--- src/rtl/proc_run_ctrl.sv ---
// proc_run_ctrl: run/halt sequencer for the single-cycle processor.
// Streams a program image into imem, holds the processor in reset for
// RST_CYCLES cycles, then runs it (free-running or single-step) until a
// halt opcode is fetched. It also counts the enabled (executed) cycles.
//
// Optional feature: define PROC_RUN_WATCHDOG_EN to add parameter MAX_CYCLES.
// A run that reaches MAX_CYCLES enabled cycles without halting is then
// stopped with timeout=1. Without the macro, timeout is tied to 0.
//
// Ports:
//   clk, rst                 clock, synchronous active-low reset
//   start                    begin load phase (from IDLE or HALT)
//   step_mode, step_req      single-step select / one-instruction request
//   load_valid/ready/data/last  program image stream (valid/ready)
//   imem_we/addr/wdata       imem write port
//   proc_rst, proc_en        processor reset (active high) and clock-enable
//   proc_instr               instruction currently fetched by the processor
//   busy, halted             status (LOAD/PRST/RUN, HALT)
//   cycle_count              saturating count of enabled cycles since start
//   timeout                  watchdog fired
module proc_run_ctrl #(
    parameter int unsigned ADDR_W     = 8,
    parameter int unsigned DATA_W     = 32,
    parameter int unsigned CNT_W      = 16,
    parameter int unsigned RST_CYCLES = 2,
    parameter logic [5:0]  HALT_OP    = 6'h3F
`ifdef PROC_RUN_WATCHDOG_EN
    ,
    parameter int unsigned MAX_CYCLES = 1024
`endif
) (
    input  logic              clk,
    input  logic              rst,
    input  logic              start,
    input  logic              step_mode,
    input  logic              step_req,
    input  logic              load_valid,
    output logic              load_ready,
    input  logic [DATA_W-1:0] load_data,
    input  logic              load_last,
    output logic              imem_we,
    output logic [ADDR_W-1:0] imem_addr,
    output logic [DATA_W-1:0] imem_wdata,
    output logic              proc_rst,
    output logic              proc_en,
    input  logic [DATA_W-1:0] proc_instr,
    output logic              busy,
    output logic              halted,
    output logic [CNT_W-1:0]  cycle_count,
    output logic              timeout
);

    localparam int unsigned    RC_W    = (RST_CYCLES > 1) ? $clog2(RST_CYCLES) : 1;
    localparam logic [RC_W-1:0] RC_LAST = RC_W'(RST_CYCLES - 1);

    typedef enum logic [2:0] {
        S_IDLE,
        S_LOAD,
        S_PRST,
        S_RUN,
        S_HALT
    } state_t;

    state_t            state;
    logic [ADDR_W-1:0] wr_addr;
    logic [RC_W-1:0]   rst_cnt;
    logic [CNT_W-1:0]  cnt_inc_c;
    logic              halt_op_c;
    logic              unused_instr_c;

    // Saturating increment of the executed-cycle counter
    assign cnt_inc_c = (&cycle_count) ? cycle_count : cycle_count + CNT_W'(1);

    // Only the opcode field of the fetched instruction matters here
    assign halt_op_c      = (proc_instr[DATA_W-1 -: 6] == HALT_OP);
    assign unused_instr_c = ^proc_instr[DATA_W-7:0];

`ifdef PROC_RUN_WATCHDOG_EN
    logic wd_hit_c;
    assign wd_hit_c = (cnt_inc_c == CNT_W'(MAX_CYCLES));
`else
    assign timeout = 1'b0;
`endif

    // Sequencer state and all registered outputs
    always_ff @(posedge clk) begin
        if (!rst) begin
            state       <= S_IDLE;
            wr_addr     <= '0;
            rst_cnt     <= '0;
            load_ready  <= 1'b0;
            imem_we     <= 1'b0;
            imem_addr   <= '0;
            imem_wdata  <= '0;
            proc_rst    <= 1'b1;
            proc_en     <= 1'b0;
            busy        <= 1'b0;
            halted      <= 1'b0;
            cycle_count <= '0;
`ifdef PROC_RUN_WATCHDOG_EN
            timeout     <= 1'b0;
`endif
        end else begin
            imem_we <= 1'b0;
            case (state)
                S_IDLE, S_HALT: begin
                    if (start) begin
                        state       <= S_LOAD;
                        wr_addr     <= '0;
                        imem_addr   <= '0;
                        cycle_count <= '0;
                        load_ready  <= 1'b1;
                        busy        <= 1'b1;
                        halted      <= 1'b0;
                        proc_rst    <= 1'b1;
                        proc_en     <= 1'b0;
`ifdef PROC_RUN_WATCHDOG_EN
                        timeout     <= 1'b0;
`endif
                    end
                end
                S_LOAD: begin
                    // Write lands one cycle after the transfer; address wraps freely
                    if (load_valid && load_ready) begin
                        imem_we    <= 1'b1;
                        imem_addr  <= wr_addr;
                        imem_wdata <= load_data;
                        wr_addr    <= wr_addr + ADDR_W'(1);
                        if (load_last) begin
                            state      <= S_PRST;
                            load_ready <= 1'b0;
                            rst_cnt    <= '0;
                        end
                    end
                end
                S_PRST: begin
                    if (rst_cnt == RC_LAST) begin
                        state    <= S_RUN;
                        proc_rst <= 1'b0;
                        proc_en  <= ~step_mode;
                    end else begin
                        rst_cnt <= rst_cnt + RC_W'(1);
                    end
                end
                S_RUN: begin
                    if (proc_en) begin
                        cycle_count <= cnt_inc_c;
                    end
                    // The halting instruction itself is counted above
                    if (proc_en && halt_op_c) begin
                        state   <= S_HALT;
                        proc_en <= 1'b0;
                        busy    <= 1'b0;
                        halted  <= 1'b1;
                    end
`ifdef PROC_RUN_WATCHDOG_EN
                    else if (proc_en && wd_hit_c) begin
                        state   <= S_HALT;
                        proc_en <= 1'b0;
                        busy    <= 1'b0;
                        halted  <= 1'b1;
                        timeout <= 1'b1;
                    end
`endif
                    else begin
                        // A step request seen while already enabled is dropped
                        proc_en <= step_mode ? (step_req & ~proc_en) : 1'b1;
                    end
                end
                default: state <= S_IDLE;
            endcase
        end
    end

endmodule

--- config.mk ---
export PLATFORM = sky130hd
export DESIGN_NAME = proc_run_ctrl
export DESIGN_NICKNAME = d
export VERILOG_FILES = /design/src/rtl/proc_run_ctrl.sv
export SDC_FILE = /design/constraint.sdc
export NUM_CORES = 1
export LEC_CHECK = 0
export BUFFER_PORTS_ARGS = -buffer_cell sky130_fd_sc_hd__clkbuf_2
export CORE_MARGIN = 4
export CORE_UTILIZATION = 50
export CTS_BUF_LIST = sky130_fd_sc_hd__clkbuf_8
export CTS_CLUSTER_SIZE = 10
export DETAILED_ROUTE_END_ITERATION = 10
export PLACE_DENSITY_LB_ADDON = 0.2
export SETUP_SLACK_MARGIN = 0.1
export SLEW_MARGIN = 25
export SYNTH_ARGS = -nofsm -noshare
export SYNTH_HDL_FRONTEND = slang
export SYNTH_SLANG_ARGS = --single-unit
--- constraint.sdc ---
create_clock -name clk -period 5.4 [get_ports clk]
set_input_delay 0.27 -clock clk [delete_from_list [all_inputs] [get_ports clk]]
set_output_delay 0.27 -clock clk [all_outputs]
set_load 0.05 [all_outputs]
Word level (Yosys, flattened, before mapping)
Cells that the tools add are included.
- add/sub/neg operators: 3
- eq/ne operators: 12
- multiplexer cells: 33
- bitwise gates (word level): 3
- reductions and logical operators: 20
- operators with widths (kind ; number):
    16-bit 2-to-1 mux ; 3
    16-bit case mux with 2 select lines ; 1
    8-bit case mux with 2 select lines ; 2
    8-bit 2-to-1 mux ; 3
    16-bit by 1-bit adder with 16-bit output, second input constant ; 1
    16-bit AND reduction ; 1
    3-bit 2-to-1 mux ; 5
    3-bit AND reduction ; 5
    2-bit inequality test, second input constant ; 7
    1-bit 2-to-1 mux ; 12
    3-bit case mux with 4 select lines ; 1
    1-bit case mux with 2 select lines ; 5
    8-bit by 1-bit adder with 8-bit output, second input constant ; 1
    4-bit AND reduction ; 2
    2-bit nonzero test ; 4
    3-bit by 2-bit equality test with 1-bit output, second input constant ; 2
    6-bit equality test, second input constant ; 1
    5-bit AND reduction ; 1
    2-bit AND reduction ; 2
    3-bit by 1-bit equality test with 1-bit output, second input constant ; 1
    3-bit equality test, second input constant ; 1
    3-bit zero test ; 1
    1-bit case mux with 3 select lines ; 1
    3-bit nonzero test ; 1
    5 further kinds ; 7
- bits in registers: 74
- input port bits: 71
- output and inout port bits: 63

Depth between registers and ports, before layout
Gate-level depths: netlist of the first run.
- word-level depth: 5
- mapped depth: 7
- mapped depth without buffers: 6

Worst setup path after synthesis of the first run
OpenSTA, ideal clock, no wires.
- kind: register -> register
- from: register cycle_count[0]
- to: register cycle_count[5]
- data arrival time: 2.088 ns
- path slack: 3.252 ns
- stages on the path, launching flop included: 7
- period minus slack after synthesis: 2.148 ns
- path through: dfxtp_1 ha_1 nand4_1 nor4_4 nor2_4 a2111oi_2 a41o_1
- word-level cells in the longest chain between the ends: 4
- ends and longest elaborated chain (what ; line ; source):
    start: declaration ; 49 ; output logic [CNT_W-1:0] cycle_count,
    start signal: assignment ; 147 ; cycle_count <= cnt_inc_c;
    16-bit by 1-bit adder with 16-bit output ; 72 ; assign cnt_inc_c = (&cycle_count) ? cycle_count : cycle_count + CNT_W'(1);
    16-bit 2-to-1 mux ; 72 ;
    16-bit 2-to-1 mux ; 146 ; if (proc_en) begin
    16-bit case mux with 2 select lines ; 105 ; case (state)
Parallel ways exist; a longest one is shown, timed or not. The select of a mux whose other input is x is not followed.
A chain may end at the register's enable or synchronous reset.

Worst setup path in the final report of the first run
- from: register state[1]
- to: register cycle_count[8]
- word-level cells in the longest chain between the ends: 4
- ends and longest elaborated chain (what ; line ; source):
    start: declaration ; 64 ; state_t state;
    start signal: assignment ; 88 ; state <= S_IDLE;
    start signal: assignment ; 108 ; state <= S_LOAD;
    start signal: assignment ; 130 ; state <= S_PRST;
    3-bit equality test / 3-bit zero test (equally long branches) ; 105 ;
    2-bit OR reduction ; 105 ;
    2-bit inequality test (no line) / 2-bit nonzero test (equally long branches) ; - ;
    4-bit AND reduction (no line) ; - ;
Parallel ways exist; a longest one is shown, timed or not.

==> qor.yml, run 1 <==
status:
  outcome: "completed"
sta:
  max_slew_margin_pct: 37.9
  finalClockSkew_ns: 0.00678
  worst_pin_slew_ns: 0.931
  tns_ns: 0
  clock.fmax_mhz: 466
  setup_viol: 0
  maxSlewViolCount: 0
  fin_crit_ns: 2.15
  rsz0062_at_grt: "no"
  period_share_pct: 39.7
  finalHoldViolCount: 0
floorplanning:
  row_count: 28
  die_w_um: 86.7
  die_area_um2: 7520
  ios: 134
  die_h_um: 86.7
  coreArea_um2: 5960
  start_util_pct: 52.1
setup_path:
  slowest_stage: "dfxtp_1"
  path_class: "flop to flop"
  r2r_slack_ns: 3.25
  reg2reg_to: "cycle_count[8]$_SDFFE_PN0P_"
  cp-end-kind: "flop"
  start_kind: "flop"
  max_stage_delay_ns: 0.61
  r2r_start: "state[1]$_SDFFE_PN0P_"
  endpoint: "cycle_count[8]$_SDFFE_PN0P_"
  required_ns: 5.64
  reg2regPathDepth: 5
  crit_path_start: "state[1]$_SDFFE_PN0P_"
  crit_family: "simple AND/OR/NAND/NOR gates"
  worstPathMaxFanout: 14
  cp_cell_sequence: "nor2b_1 > nand3_1 > nor2_4 > nand2_1 > o41ai_1"
  crit_arrival_ns: 2.38
  critical_path_cell_count: 5
  path_buf_inv: 0
synthesis:
  synth-async-reset-ratio_pct: 0
  synth_commonest_cells: "nand2_1 (81), dfxtp_1 (74), nor2_1 (33), a21boi_0 (21), a21oi_1 (18)"
  yosys-top-cells-area: "dfxtp_1 (48%), nand2_1 (9.8%), a21boi_0 (5.1%)"
  synth_cell_types: 50
  synth.avg_cell_area_um2: 8.49
  ys_warn_count: 0
  synth-edff-count: 0
  syn_nets: 438
  synth_top_cell_area_share_pct: 47.8
  postSynthCellCount: 365
  yosysSeqAreaShare_pct: 47.8
  synth_most_common_cell: "nand2_1"
  synth_top_flop_cell: "dfxtp_1"
  synth.largest_area_cell: "dfxtp_1"
  synth_area_um2: 3100
  ys_ff_latch: 74
clock_network:
  post_cts_buffers: 0
  cts_sinks: 74
  cts_max_level: 3
  post_cts_resize_count: 0
  cts_tree: "done"
  clk_latency_ns: 0.34
  ctsHoldBuffers: 0
  numCtsBuffers: 9
  cts_root_buf: "clkbuf_8"
  clockBufferDepth: 2
  cts.clk_slew.worst_paths_ns: 0.08
final_layout:
  layout-area-overhead-vs-synth_pct: 26.0
  design_area_um2: 3910
  drive_gt1_share_pct: 28.3
  n_antenna_cell: 0
  nets: 538
routing:
  wl_per_cell_um: 13.4
  ant_nets: 0
  routed-via-count: 2914
  drt_iter0_markers: 81
  wl_mm: 7.29
  drcViolationCount: 0
  drt-pass1-iter-count: 6
  routed_via_density: 5.35
hold_path:
  hp-start: "load_data[5]"
  min_path_type: "primary input to flop"
run:
  max_cap_violations: 0
placement:
  hpwl_mm: 5.11
  portBuffers: 106
  gp_congestion: 0.772
  post_dp_cell_area_um2: 3650
power_and_ir_drop:
  pwr_density_cell_nw_per_um2: 307
  ir_drop_v: 0.000172
  p_leak_nw: 1.65
global_route:
  antenna_found_initial: 0
  grt_pass1_wl_mm: 12.1
  gr-total-overflow: 0
  grt_pass1_vias: 2744
  grt_usage_pct: 20.1
  grt_max_degree: 41
==> how the worst min path moves through the flow <==
stage / endpoint / slack, ns / cells after the start
after floorplan: imem_wdata[0]$_SDFFE_PN0P_ / 0.41 / 2
after global placement: imem_wdata[30]$_SDFFE_PN0P_ / 0.44 / 2
after detailed placement: imem_wdata[1]$_SDFFE_PN0P_ / 0.45 / 2
after CTS: imem_wdata[5]$_SDFFE_PN0P_ / 0.13 / 3
after global routing: imem_wdata[27]$_SDFFE_PN0P_ / 0.14 / 3
final: imem_wdata[5]$_SDFFE_PN0P_ / 0.15 / 3
==> worst register-to-register path: stages, from the launching register on <==
cell,delay (ns)
dfxtp_1,0.61
nor2b_1,0.32
nand3_1,0.27
nor2_4,0.29
nand2_1,0.23
o41ai_1,0.33
==> registers in the layout (all words and copies together), names as in the netlist, 3 cells and up <==
register	count
imem_wdata	32
cycle_count	16
state	3
wr_addr	8
imem_addr	8
==> power by group <==
group	leakage, nW	switching (mW)	total (mW)	internal (mW)
clock	0.129	0.202	0.532	0.331
sequential	0.598	0.00924	0.564	0.555
combinational	0.923	0.0695	0.104	0.0348
total	1.65	0.280	1.20	0.920
==> per-stage QoR <==
stage | util [%] | total power [mW] | hold WS (ns) | setup slack [ns] | cells
2_1_floorplan | - | 0.650 | 0.406 | 3.25 | 365
6_report | 65.6 | 1.20 | 0.146 | 3.25 | 545
5_1_grt | 65.6 | 1.25 | 0.143 | 2.99 | 545
3_5_place_dp | 61.3 | 0.682 | 0.449 | 3.24 | 529
3_3_place_gp | 61.3 | 0.680 | 0.442 | 3.26 | 529
4_1_cts | 65.6 | 1.21 | 0.126 | 3.24 | 545
==> cell type report <==
class | count | area [um2]
Clock inverter | 5 | 100
Timing Repair Buffer | 107 | 538
Inverter | 6 | 22.5
Clock buffer | 11 | 151
Tap cell | 75 | 93.8
Fill cell | 516 | 2050
Sequential cell | 74 | 1480
Multi-Input combinational cell | 267 | 1520
==> placed cells by master, fill, tap and decap left out, types with 6 or more instances in the layout <==
cell,Yosys,layout
a21oi_1,18,18
o21ai_0,14,14
a31oi_1,6,6
nand4_1,10,10
dfxtp_1,74,74
nand2_1,81,80
a21boi_0,21,21
nand3_1,14,14
xor2_1,6,6
mux2i_1,9,9
clkbuf_2,0,106
nor2_1,33,33
clkbuf_8,0,11
==> cell families (layout without fill, tap and decap cells) <==
group	after synthesis	in the layout	synth area share [%]
other	1	1	0.121
AO/OA/AOI/OAI	80	80	17.3
XOR/XNOR	8	8	2.26
adder cells (fa/ha/maj)	2	2	0.807
buffers and inverters	24	129	3.47
flip-flops	74	74	47.8
AND/OR/NAND/NOR	167	167	25.3
multiplexers	9	9	2.91
==> routing by layer <==
layer,wire length [um],vias up,global-route usage [%]
li1,-,1468,-
met3,459,14,5.61
met5,0,-,0
met1,3100,1349,22.9
met2,3570,83,34.6
met4,155,0,9.49
Note: power is estimated with default switching activity, not from simulation.
==> run 2, diff against run 1 <==
--- a/config.mk
+++ b/config.mk
@@ -7,7 +7,7 @@
 export LEC_CHECK = 0
 export BUFFER_PORTS_ARGS = -buffer_cell sky130_fd_sc_hd__clkbuf_2
 export CORE_MARGIN = 4
-export CORE_UTILIZATION = 50
+export CORE_UTILIZATION = 44
 export CTS_BUF_LIST = sky130_fd_sc_hd__clkbuf_8
 export CTS_CLUSTER_SIZE = 10
 export DETAILED_ROUTE_END_ITERATION = 10
==> constraint.sdc (replaced) <==
create_clock -name clk -period 1.9 [get_ports clk]
set_input_delay 0.095 -clock clk [delete_from_list [all_inputs] [get_ports clk]]
set_output_delay 0.095 -clock clk [all_outputs]
set_load 0.05 [all_outputs]
==> qor.yml, run 2 (synthesized netlist as in run 1, its figures left out) <==
status:
  outcome: "completed"  # unchanged
floorplanning:
  row_count: 30  # was 28
  die_h_um: 91.9  # was 86.7 um
  die_w_um: 91.9  # was 86.7 um
  coreArea_um2: 6830  # was 5960 um2
  ios: 134  # unchanged
  start_util_pct: 45.4  # was 52.1%
  die_area_um2: 8450  # was 7520 um2
setup_path:
  path_class: "flop to flop"  # unchanged
  required_ns: 2.19  # was 5.64 ns
  worstPathMaxFanout: 5  # was 14
  crit_path_start: "cycle_count[0]$_SDFFE_PN0P_"  # was state[1]$_SDFFE_PN0P_
  start_kind: "flop"  # unchanged
  r2r_slack_ns: 0.16  # was 3.25 ns
  cp-end-kind: "flop"  # unchanged
  r2r_start: "cycle_count[0]$_SDFFE_PN0P_"  # was state[1]$_SDFFE_PN0P_
  crit_arrival_ns: 2.03  # was 2.38 ns
clock_network:
  cts.clk_slew.worst_paths_ns: 0.08  # about the same
  clockBufferDepth: 2  # unchanged
  cts_tree: "done"  # unchanged
  cts_sinks: 74  # unchanged
  numCtsBuffers: 9  # unchanged
  cts_root_buf: "clkbuf_8"  # unchanged
  cts_max_level: 3  # unchanged
  clk_latency_ns: 0.34  # about the same
placement:
  gp_congestion: 0.777  # was 0.772
  portBuffers: 106  # unchanged
  hpwl_mm: 5.44  # was 5.11 mm
final_layout:
  layout_commonest_cell: "clkbuf_2"  # unchanged
  n_antenna_cell: 0  # unchanged
  layout-area-overhead-vs-synth_pct: 41.7  # was 26.0%
  drive_gt1_share_pct: 32.2  # was 28.3%
  num-fill-cells: 600  # was 516
  utilization_pct: 64.3  # was 65.6%
  layout_common_cells: "clkbuf_2 (106), nand2_1 (80), dfxtp_1 (60)"  # was clkbuf_2 (106), nand2_1 (80), dfxtp_1 (74)
  top_regs: "imem_wdata x32, cycle_count x16"  # unchanged
  top_register: "imem_wdata"  # unchanged
  nets: 589  # was 538
  largest_reg_flops: 32  # unchanged
sta:
  fin_crit_ns: 1.74  # was 2.15 ns
  max_slew_margin_pct: 54.6  # was 37.9%
  tns_ns: 0  # unchanged
  holdWs_ns: 0.0197  # was 0.146 ns
  maxSlewViolCount: 0  # unchanged
  setup_viol: 0  # unchanged
  worst_pin_slew_ns: 0.680  # was 0.931 ns
  finalHoldViolCount: 0  # unchanged
  rsz0062_at_grt: "yes"  # was no
  clock.fmax_mhz: 574  # was 466 MHz
  period_share_pct: 91.6  # was 39.7%
  finalClockSkew_ns: 0.0112  # was 0.00678 ns
routing:
  routed-via-count: 3081  # was 2,914
  routed_via_density: 4.99  # was 5.35
  wl_per_cell_um: 13.7  # was 13.4 um
  drcViolationCount: 0  # unchanged
  drt_iter0_markers: 147  # was 81
  wl_mm: 8.43  # was 7.29 mm
  ant_nets: 0  # unchanged
  drt-pass1-iter-count: 4  # was 6
global_route:
  gr-total-overflow: 0  # unchanged
  grt_pass1_vias: 2844  # was 2,744
  grt_max_degree: 33  # was 41
  grt_usage_pct: 19.9  # was 20.1%
  antenna_found_initial: 0  # unchanged
  grt_pass1_wl_mm: 13.7  # was 12.1 mm
hold_path:
  min_path_type: "primary input to flop"  # unchanged
  hp-start: "load_data[26]"  # was load_data[5]
power_and_ir_drop:
  pwr_density_cell_nw_per_um2: 722  # was 307 nW/um2
  ir_drop_v: 0.000472  # was 0.000172 V
  p_leak_nw: 1.86  # was 1.65 nW
run:
  max_cap_violations: 0  # unchanged
## run 2: changes by cell type in the layout (fill, tap and decap cells not counted), sizes merged
cell	change
buf	+20
clkinv	-1
bufinv	-2
clkbuf	-2
inv	+4
clkinvlp	+1
dlygate4sd3	+31
## run 2: cell type report
| type | instances | area, um2 | share of cell area [%] |
|---|---|---|---|
| Tap cell | 96 | 120 | 2.73 |
| Timing Repair Buffer | 158 | 998 | 22.7 |
| Clock inverter | 7 | 67.6 | 1.54 |
| Multi-Input combinational cell | 267 | 1560 | 35.4 |
| Clock buffer | 9 | 124 | 2.82 |
| Inverter | 6 | 22.5 | 0.513 |
| Sequential cell | 74 | 1500 | 34.2 |
## run 2: what timing repair did
action / CTS / global route
resized for setup: 0 / 8
hold buffers: 31 / 0
setup endpoints to repair: 0 / 17
buffers inserted: 0 / 10
endpoints found under the hold margin: 31 / 0
## run 2: path summary, 6_finish.rpt
check,end,cells after the start
min reg2reg,imem_wdata[30]$_SDFFE_PN0P_,2
max,cycle_count[3]$_SDFFE_PN0P_,8
min,imem_wdata[26]$_SDFFE_PN0P_,3
max reg2reg,cycle_count[3]$_SDFFE_PN0P_,8
## run 2: power by group
part	switching [mW]	internal (mW)	total, mW
registers	0.0253	1.57	1.60
logic	0.215	0.154	0.369
clock network	0.595	0.606	1.20
total	0.836	2.33	3.17
## run 2: worst max-delay path: stages, from the launching register on
cell	delay [ns]
dfxtp_4	0.38
ha_4	0.13
nand4_1	0.15
nor4_4	0.39
buf_4	0.20
buf_4	0.11
buf_4	0.09
o311a_1	0.15
o21a_1	0.10
## run 2: per-stage QoR
stage / setup WS, ns / instance area [um2] / power (mW) / std cells
floorplan: 0.101 / 3120 / 1.85 / 365
global placement: 0.163 / 3780 / 1.95 / 560
detailed placement: 0.118 / 3780 / 1.95 / 560
CTS: 0.116 / 4280 / 3.20 / 607
global route: -0.0135 / 4390 / 3.31 / 617
finish: 0.159 / 4390 / 3.17 / 617
## run 2: layer usage
layer	GRT usage, %	part of all wire, %
met5	0	0
met2	32.2	49
met3	5.82	7.2
met4	7.55	1.5
met1	25.0	42
